<file path="src/rtl/cycle_uart_in.sv">
// UART receiver: 2-flop synchronizer, framing FSM, byte-to-word joiner and show-ahead word FIFO.
// Optional 8E1 parity checking is enabled by defining CYCLE_UART_IN_PARITY_EN.
`default_nettype none

module cycle_uart_in #(
    parameter int WORD_SIZE = 32,
    parameter int WORD_PART = 8,
    parameter int MEM_SIZE  = 64,
    parameter int CLQ_FREQ  = 200_000_000,
    parameter int BAUD_RATE = 115200
) (
    input  logic                 clock,
    input  logic                 reset,
    input  logic                 sig,
    output logic [WORD_SIZE-1:0] data_out,
    output logic                 valid_out,
    input  logic                 ready_in,
    output logic                 full,
    output logic                 empty,
    output logic                 frame_err,
    output logic                 overflow
);

    localparam int CLKS_PER_BIT = CLQ_FREQ / BAUD_RATE;
    localparam int HALF_BIT     = CLKS_PER_BIT / 2;
    localparam int NUM_PARTS    = WORD_SIZE / WORD_PART;
    localparam int CNT_W        = (CLKS_PER_BIT > 1) ? $clog2(CLKS_PER_BIT) : 1;
    localparam int BIT_W        = (WORD_PART > 1) ? $clog2(WORD_PART) : 1;
    localparam int PART_W       = (NUM_PARTS > 1) ? $clog2(NUM_PARTS) : 1;
    localparam int ADDR_W       = (MEM_SIZE > 1) ? $clog2(MEM_SIZE) : 1;

    localparam logic [CNT_W-1:0]  CNT_LAST   = CNT_W'(CLKS_PER_BIT - 1);
    localparam logic [CNT_W-1:0]  CNT_HALF   = CNT_W'(HALF_BIT - 1);
    localparam logic [BIT_W-1:0]  BIT_LAST   = BIT_W'(WORD_PART - 1);
    localparam logic [PART_W-1:0] PART_LAST  = PART_W'(NUM_PARTS - 1);
    localparam logic [ADDR_W:0]   COUNT_FULL = (ADDR_W + 1)'(MEM_SIZE);

    typedef enum logic [2:0] {
        ST_ARM,
        ST_IDLE,
        ST_START,
        ST_DATA,
`ifdef CYCLE_UART_IN_PARITY_EN
        ST_PARITY,
`endif
        ST_STOP
    } state_t;

    logic                 sig_meta_q, sig_meta_d;
    logic                 sig_s_q, sig_s_d;
    logic                 sig_prev_q, sig_prev_d;

    state_t               state_q, state_d;
    logic [CNT_W-1:0]     cnt_q, cnt_d;
    logic [BIT_W-1:0]     bit_idx_q, bit_idx_d;
    logic [WORD_PART-1:0] shift_q, shift_d;
    logic                 byte_stb_q, byte_stb_d;
    logic                 ferr_q, ferr_d;

    logic [PART_W-1:0]    part_q, part_d;
    logic [WORD_SIZE-1:0] word_q, word_d;
    logic                 push_q, push_d;

    logic [WORD_SIZE-1:0] mem_q [MEM_SIZE];
    logic [ADDR_W-1:0]    wr_ptr_q, wr_ptr_d;
    logic [ADDR_W-1:0]    rd_ptr_q, rd_ptr_d;
    logic [ADDR_W:0]      count_q, count_d;
    logic                 full_q, full_d;
    logic                 empty_q, empty_d;
    logic                 ovf_q, ovf_d;
    logic [WORD_SIZE-1:0] data_q, data_d;

    logic                 do_pop;
    logic                 do_push;
    logic [ADDR_W:0]      remain;

    always_comb begin
        sig_meta_d = sig;
        sig_s_d    = sig_meta_q;
        sig_prev_d = sig_s_q;
    end

    // Receive FSM; every bit period is timed from the start-bit midpoint.
    always_comb begin
        state_d    = state_q;
        cnt_d      = cnt_q;
        bit_idx_d  = bit_idx_q;
        shift_d    = shift_q;
        byte_stb_d = 1'b0;
        ferr_d     = 1'b0;

        case (state_q)
            ST_ARM: begin
                if (!sig_s_q) begin
                    cnt_d = '0;
                end else if (cnt_q == CNT_LAST) begin
                    cnt_d   = '0;
                    state_d = ST_IDLE;
                end else begin
                    cnt_d = cnt_q + 1'b1;
                end
            end

            ST_IDLE: begin
                if (sig_prev_q && !sig_s_q) begin
                    cnt_d   = '0;
                    state_d = ST_START;
                end
            end

            ST_START: begin
                if (cnt_q == CNT_HALF) begin
                    cnt_d     = '0;
                    bit_idx_d = '0;
                    state_d   = sig_s_q ? ST_IDLE : ST_DATA;
                end else begin
                    cnt_d = cnt_q + 1'b1;
                end
            end

            ST_DATA: begin
                if (cnt_q == CNT_LAST) begin
                    cnt_d   = '0;
                    shift_d = WORD_PART'({sig_s_q, shift_q} >> 1);
                    if (bit_idx_q == BIT_LAST) begin
`ifdef CYCLE_UART_IN_PARITY_EN
                        state_d = ST_PARITY;
`else
                        state_d = ST_STOP;
`endif
                    end else begin
                        bit_idx_d = bit_idx_q + 1'b1;
                    end
                end else begin
                    cnt_d = cnt_q + 1'b1;
                end
            end

`ifdef CYCLE_UART_IN_PARITY_EN
            // Even parity: data bits plus parity bit must XOR to zero.
            ST_PARITY: begin
                if (cnt_q == CNT_LAST) begin
                    cnt_d = '0;
                    if (^{shift_q, sig_s_q}) begin
                        ferr_d  = 1'b1;
                        state_d = ST_ARM;
                    end else begin
                        state_d = ST_STOP;
                    end
                end else begin
                    cnt_d = cnt_q + 1'b1;
                end
            end
`endif

            ST_STOP: begin
                if (cnt_q == CNT_LAST) begin
                    cnt_d = '0;
                    if (sig_s_q) begin
                        byte_stb_d = 1'b1;
                        state_d    = ST_IDLE;
                    end else begin
                        ferr_d  = 1'b1;
                        state_d = ST_ARM;
                    end
                end else begin
                    cnt_d = cnt_q + 1'b1;
                end
            end

            default: begin
                cnt_d   = '0;
                state_d = ST_ARM;
            end
        endcase
    end

    // First byte of a word ends up in the most significant part after the shifts.
    always_comb begin
        word_d = word_q;
        part_d = part_q;
        push_d = 1'b0;

        if (ferr_q) begin
            word_d = '0;
            part_d = '0;
        end else if (byte_stb_q) begin
            word_d = (word_q << WORD_PART) | WORD_SIZE'(shift_q);
            if (part_q == PART_LAST) begin
                part_d = '0;
                push_d = 1'b1;
            end else begin
                part_d = part_q + 1'b1;
            end
        end
    end

    always_comb begin
        do_pop   = !empty_q && ready_in;
        do_push  = push_q && (!full_q || do_pop);
        wr_ptr_d = wr_ptr_q;
        rd_ptr_d = rd_ptr_q;
        count_d  = count_q;
        ovf_d    = ovf_q | (push_q && !do_push);
        data_d   = data_q;

        if (do_push) begin
            wr_ptr_d = wr_ptr_q + 1'b1;
        end
        if (do_pop) begin
            rd_ptr_d = rd_ptr_q + 1'b1;
        end

        case ({do_push, do_pop})
            2'b10:   count_d = count_q + 1'b1;
            2'b01:   count_d = count_q - 1'b1;
            default: count_d = count_q;
        endcase

        full_d  = (count_d == COUNT_FULL);
        empty_d = (count_d == '0);

        // Show-ahead head register; a push into an otherwise empty FIFO bypasses the memory.
        remain = count_q - {{ADDR_W{1'b0}}, do_pop};
        if (count_d != '0) begin
            if (remain == '0) begin
                data_d = word_q;
            end else begin
                data_d = mem_q[rd_ptr_d];
            end
        end
    end

    always_ff @(posedge clock) begin
        if (do_push) begin
            mem_q[wr_ptr_q] <= word_q;
        end
    end

    always_ff @(posedge clock) begin
        if (reset) begin
            sig_meta_q <= 1'b1;
            sig_s_q    <= 1'b1;
            sig_prev_q <= 1'b1;
            state_q    <= ST_ARM;
            cnt_q      <= '0;
            bit_idx_q  <= '0;
            shift_q    <= '0;
            byte_stb_q <= 1'b0;
            ferr_q     <= 1'b0;
            part_q     <= '0;
            word_q     <= '0;
            push_q     <= 1'b0;
            wr_ptr_q   <= '0;
            rd_ptr_q   <= '0;
            count_q    <= '0;
            full_q     <= 1'b0;
            empty_q    <= 1'b1;
            ovf_q      <= 1'b0;
            data_q     <= '0;
        end else begin
            sig_meta_q <= sig_meta_d;
            sig_s_q    <= sig_s_d;
            sig_prev_q <= sig_prev_d;
            state_q    <= state_d;
            cnt_q      <= cnt_d;
            bit_idx_q  <= bit_idx_d;
            shift_q    <= shift_d;
            byte_stb_q <= byte_stb_d;
            ferr_q     <= ferr_d;
            part_q     <= part_d;
            word_q     <= word_d;
            push_q     <= push_d;
            wr_ptr_q   <= wr_ptr_d;
            rd_ptr_q   <= rd_ptr_d;
            count_q    <= count_d;
            full_q     <= full_d;
            empty_q    <= empty_d;
            ovf_q      <= ovf_d;
            data_q     <= data_d;
        end
    end

    assign data_out  = data_q;
    assign valid_out = !empty_q;
    assign full      = full_q;
    assign empty     = empty_q;
    assign frame_err = ferr_q;
    assign overflow  = ovf_q;

endmodule

`default_nettype wire

</file>
<file path="config.mk">
export PLATFORM = sky130hd
export DESIGN_NAME = cycle_uart_in
export DESIGN_NICKNAME = d
export VERILOG_FILES = /design/src/rtl/cycle_uart_in.sv
export SDC_FILE = /design/constraint.sdc
export NUM_CORES = 2
export LEC_CHECK = 0
export CAP_MARGIN = 20
export CORE_MARGIN = 1
export CORE_UTILIZATION = 38
export DETAILED_ROUTE_END_ITERATION = 8
export PLACE_DENSITY = 0.63
export SYNTH_ARGS = -nofsm -noshare
export SYNTH_HDL_FRONTEND = slang
export SYNTH_SLANG_ARGS = --single-unit
</file>
<file path="constraint.sdc">
create_clock -name clock -period 6.8 [get_ports clock]
set_input_delay 1.02 -clock clock [delete_from_list [all_inputs] [get_ports clock]]
set_output_delay 1.02 -clock clock [all_outputs]
set_load 0.01 [all_outputs]
</file>
==> flow_summary.ini <==
[timing]
fin_worst_skew_ns = 0.0479
finalCritPeriodShare_pct = 70.5
slew_headroom_pct = 22.5
rsz0062_at_grt = false
setup_tns_ns = 0
layout_setup_ws_ns = 2.01
drv_slew = 0
max_slew.worst_pin.slew_ns = 1.16
fmax_mhz = 209
finalSetupViolations = 0
hold_violations = 0
period_minus_slack_ns = 4.79

[status]
status = completed

[logic_synthesis]
yosysWarnings = 0
syn-num-nets = 5992
synth-edff-count = 2048
synth_commonest_cells = edfxtp_1, nand2_1, nand3_1
synth_cell_type_count = 69
synth_most_common_cell = edfxtp_1
ys_seq_area_share_pct = 75.8
async_flop_share_pct = 0
synthCells = 5978
synth-main-ff-cell = edfxtp_1
netlist_top_cells_area = edfxtp_1, nand2_1, mux2i_1
synth_top_cell_area_share_pct = 72.9
synth_area_mm2 = 0.0843
yosys_register_bits = 2167
yosysTopAreaCell = edfxtp_1
avgSynthCellArea_um2 = 14.1

[floorplan]
initial_core_util_pct = 38.3
rows = 172
ios = 41
die_area_mm2 = 0.224
core_mm2 = 0.220
die_height_um = 473
die_w_um = 473

[routing]
remaining_drc_errors = 0
wl_um = 237000
vias = 51800
viasPerCell = 5.65
met1_length_um = 97200
antenna_left = 0
met2_length_um = 110000
wl_met3_um = 20500
first_iter_violations = 6254
firstDrtPassIters = 6
wire_per_inst_um = 25.9
routed.top_layer = met5

[cts]
insertion_delay_ns = 0.88
hold_buffers = 0
post_cts_buffers = 0
cts_htree_levels = 4
path_clk_slew_ns = 0.06
cts-resized-gates = 0
root_buffer = clkbuf_16
cts_buffer_depth = 3
cts_buffers = 209
tritoncts = built
cts.sinks = 2167

[power_and_ir_drop]
leakage_uw = 0.0329
power.density_mw_per_mm2 = 268
ir_worst_vdd_mv = 0.237

[place]
port-buffer-count = 40
place_inst = 8779
hpwl_um = 129000
gp_congestion = 0.835
pre_cts_slack_ns = 1.24

[setup_path]
cp.required_ns = 7.58
cp-start-kind = primary input
path_cells = clkdlybuf4s50_1, nand2b_4, nand2_1, and2_1, inv_1, ha_1, xor2_1, ha_1, or3b_1, a32oi_1, xor2_1, o2111a_1, and4_1, buf_4, a211oi_1, nor3_1
crit_type = primary input to register
cp_slowest_cell = clkdlybuf4s50_1
cpPeakStageDelay_ns = 0.56
cp_max_fo = 16
crit_path_end_kind = register
crit_arrival_ns = 5.57

[finish]
drive_above_1_share_pct = 10.1
area_growth_syn_to_layout_pct = 13.7
final_nets = 6047
fillers = 19400
layout.cells.non_filler = 9176

[grt]
antenna_found_initial = 3
grt_overflow_total = 0
grt_max_degree = 151
grt_pass1_wl_um = 343000
grt_pass1_vias = 48900
grt.total_usage_pct = 20.8

[job]
drv_cap = 0

[hold_path]
hold_path.class = register to register
[critical path, delay by kind of cell]
family | cells | cell delay, ns
and+or+nand+nor | 6 | 1.79
AOI/OAI and AO/OA | 3 | 0.59
buffers and inverters | 3 | 1.08
xor gates and xnor gates | 2 | 0.42
adders and majority gates | 2 | 0.65
[layout by cell type, fill, tap and decap left out, drive strengths merged, types with 8 or more instances in the layout]
| master | netlist | final |
|---|---|---|
| a211oi | 23 | 23 |
| a21oi | 106 | 106 |
| a221oi | 8 | 8 |
| a311oi | 12 | 12 |
| a31oi | 68 | 68 |
| a32oi | 210 | 210 |
| and3 | 8 | 8 |
| buf | 152 | 184 |
| clkbuf | 227 | 300 |
| clkdlybuf4s50 | 0 | 39 |
| clkinv | 0 | 77 |
| dfxtp | 119 | 119 |
| edfxtp | 2048 | 2048 |
| ha | 10 | 10 |
| inv | 11 | 17 |
| mux2i | 310 | 310 |
| mux4 | 28 | 28 |
| nand2 | 1516 | 1516 |
| nand2b | 9 | 9 |
| nand3 | 581 | 581 |
| nand4 | 139 | 139 |
| nor2 | 192 | 192 |
| nor3 | 35 | 35 |
| nor4 | 31 | 31 |
| o211ai | 8 | 8 |
| o21ai | 17 | 17 |
| or2 | 8 | 8 |
| xnor2 | 12 | 12 |
| xor2 | 14 | 14 |
[power breakdown]
part           switching, µW  total (µW)  internal [µW]
Sequential              3.32       14400          14400
Clock                   4990       11300           6260
Combinational           21.0        28.0           6.94
Total                   5010       25700          20600
[worst paths after layout]
kind         startpoint  slack [ns]  cells past startpoint      endpoint
max            ready_in        2.01                     16  data_out[19]
min          sig_meta_q        0.46                      1    sig_prev_d
max reg2reg       empty        2.02                     15  data_out[19]
min reg2reg  sig_meta_q        0.46                      1    sig_prev_d
[per-stage QoR]
stage | utilization, % | hold WS [ns] | total power, µW | area [µm²]
global placement | 40.5 | 0.449 | 14700 | 89100
finish | 43.5 | 0.463 | 25700 | 95800
detailed placement | 40.5 | 0.428 | 14700 | 89200
CTS | 43.5 | 0.463 | 25800 | 95800
global route | 43.5 | 0.473 | 26200 | 95800
floorplan | - | 0.389 | 14700 | 84300
[sequential cells by signal (all words and copies together), names as in the netlist, 2 cells and up]
register / flops
bit_idx_q: 3
cnt_q: 11
count_q: 7
data_out: 32
mem_q: 2048
part_q: 2
rd_ptr_q: 6
shift_q: 8
state_q: 3
word_q: 32
wr_ptr_q: 6
[kinds of logic (layout without fill, tap and decap cells)]
family	count (synthesis)	in the layout	synth area share, %
simple gates	2556	2556	13.1
flops	2167	2167	75.8
buf+inv	390	626	1.94
mux	339	339	4.46
xor+xnor	26	26	0.292
other cells	0	4	0
compound gates	490	490	4.30
fa+ha+maj	10	10	0.148
[routing by layer]
layer | GRT usage (%) | vias to the layer above
met1 | 28.4 | 26300
li1 | - | 22500
met5 | 0 | -
met4 | 8.38 | 2
met3 | 3.90 | 464
met2 | 32.8 | 2461
[layout make-up]
type | instances | area [µm²] | area share [%]
diodes | 4 | 10.0 | 0.0104
clock buffers | 300 | 5860 | 6.11
clock inverters | 92 | 772 | 0.806
inverters | 11 | 43.8 | 0.0457
multi-input cells | 3421 | 19400 | 20.2
flip-flops and latches | 2167 | 63900 | 66.7
well taps | 2958 | 3700 | 3.86
repair buffers | 223 | 2140 | 2.24
No activity file was read; power rests on OpenSTA's default activity.
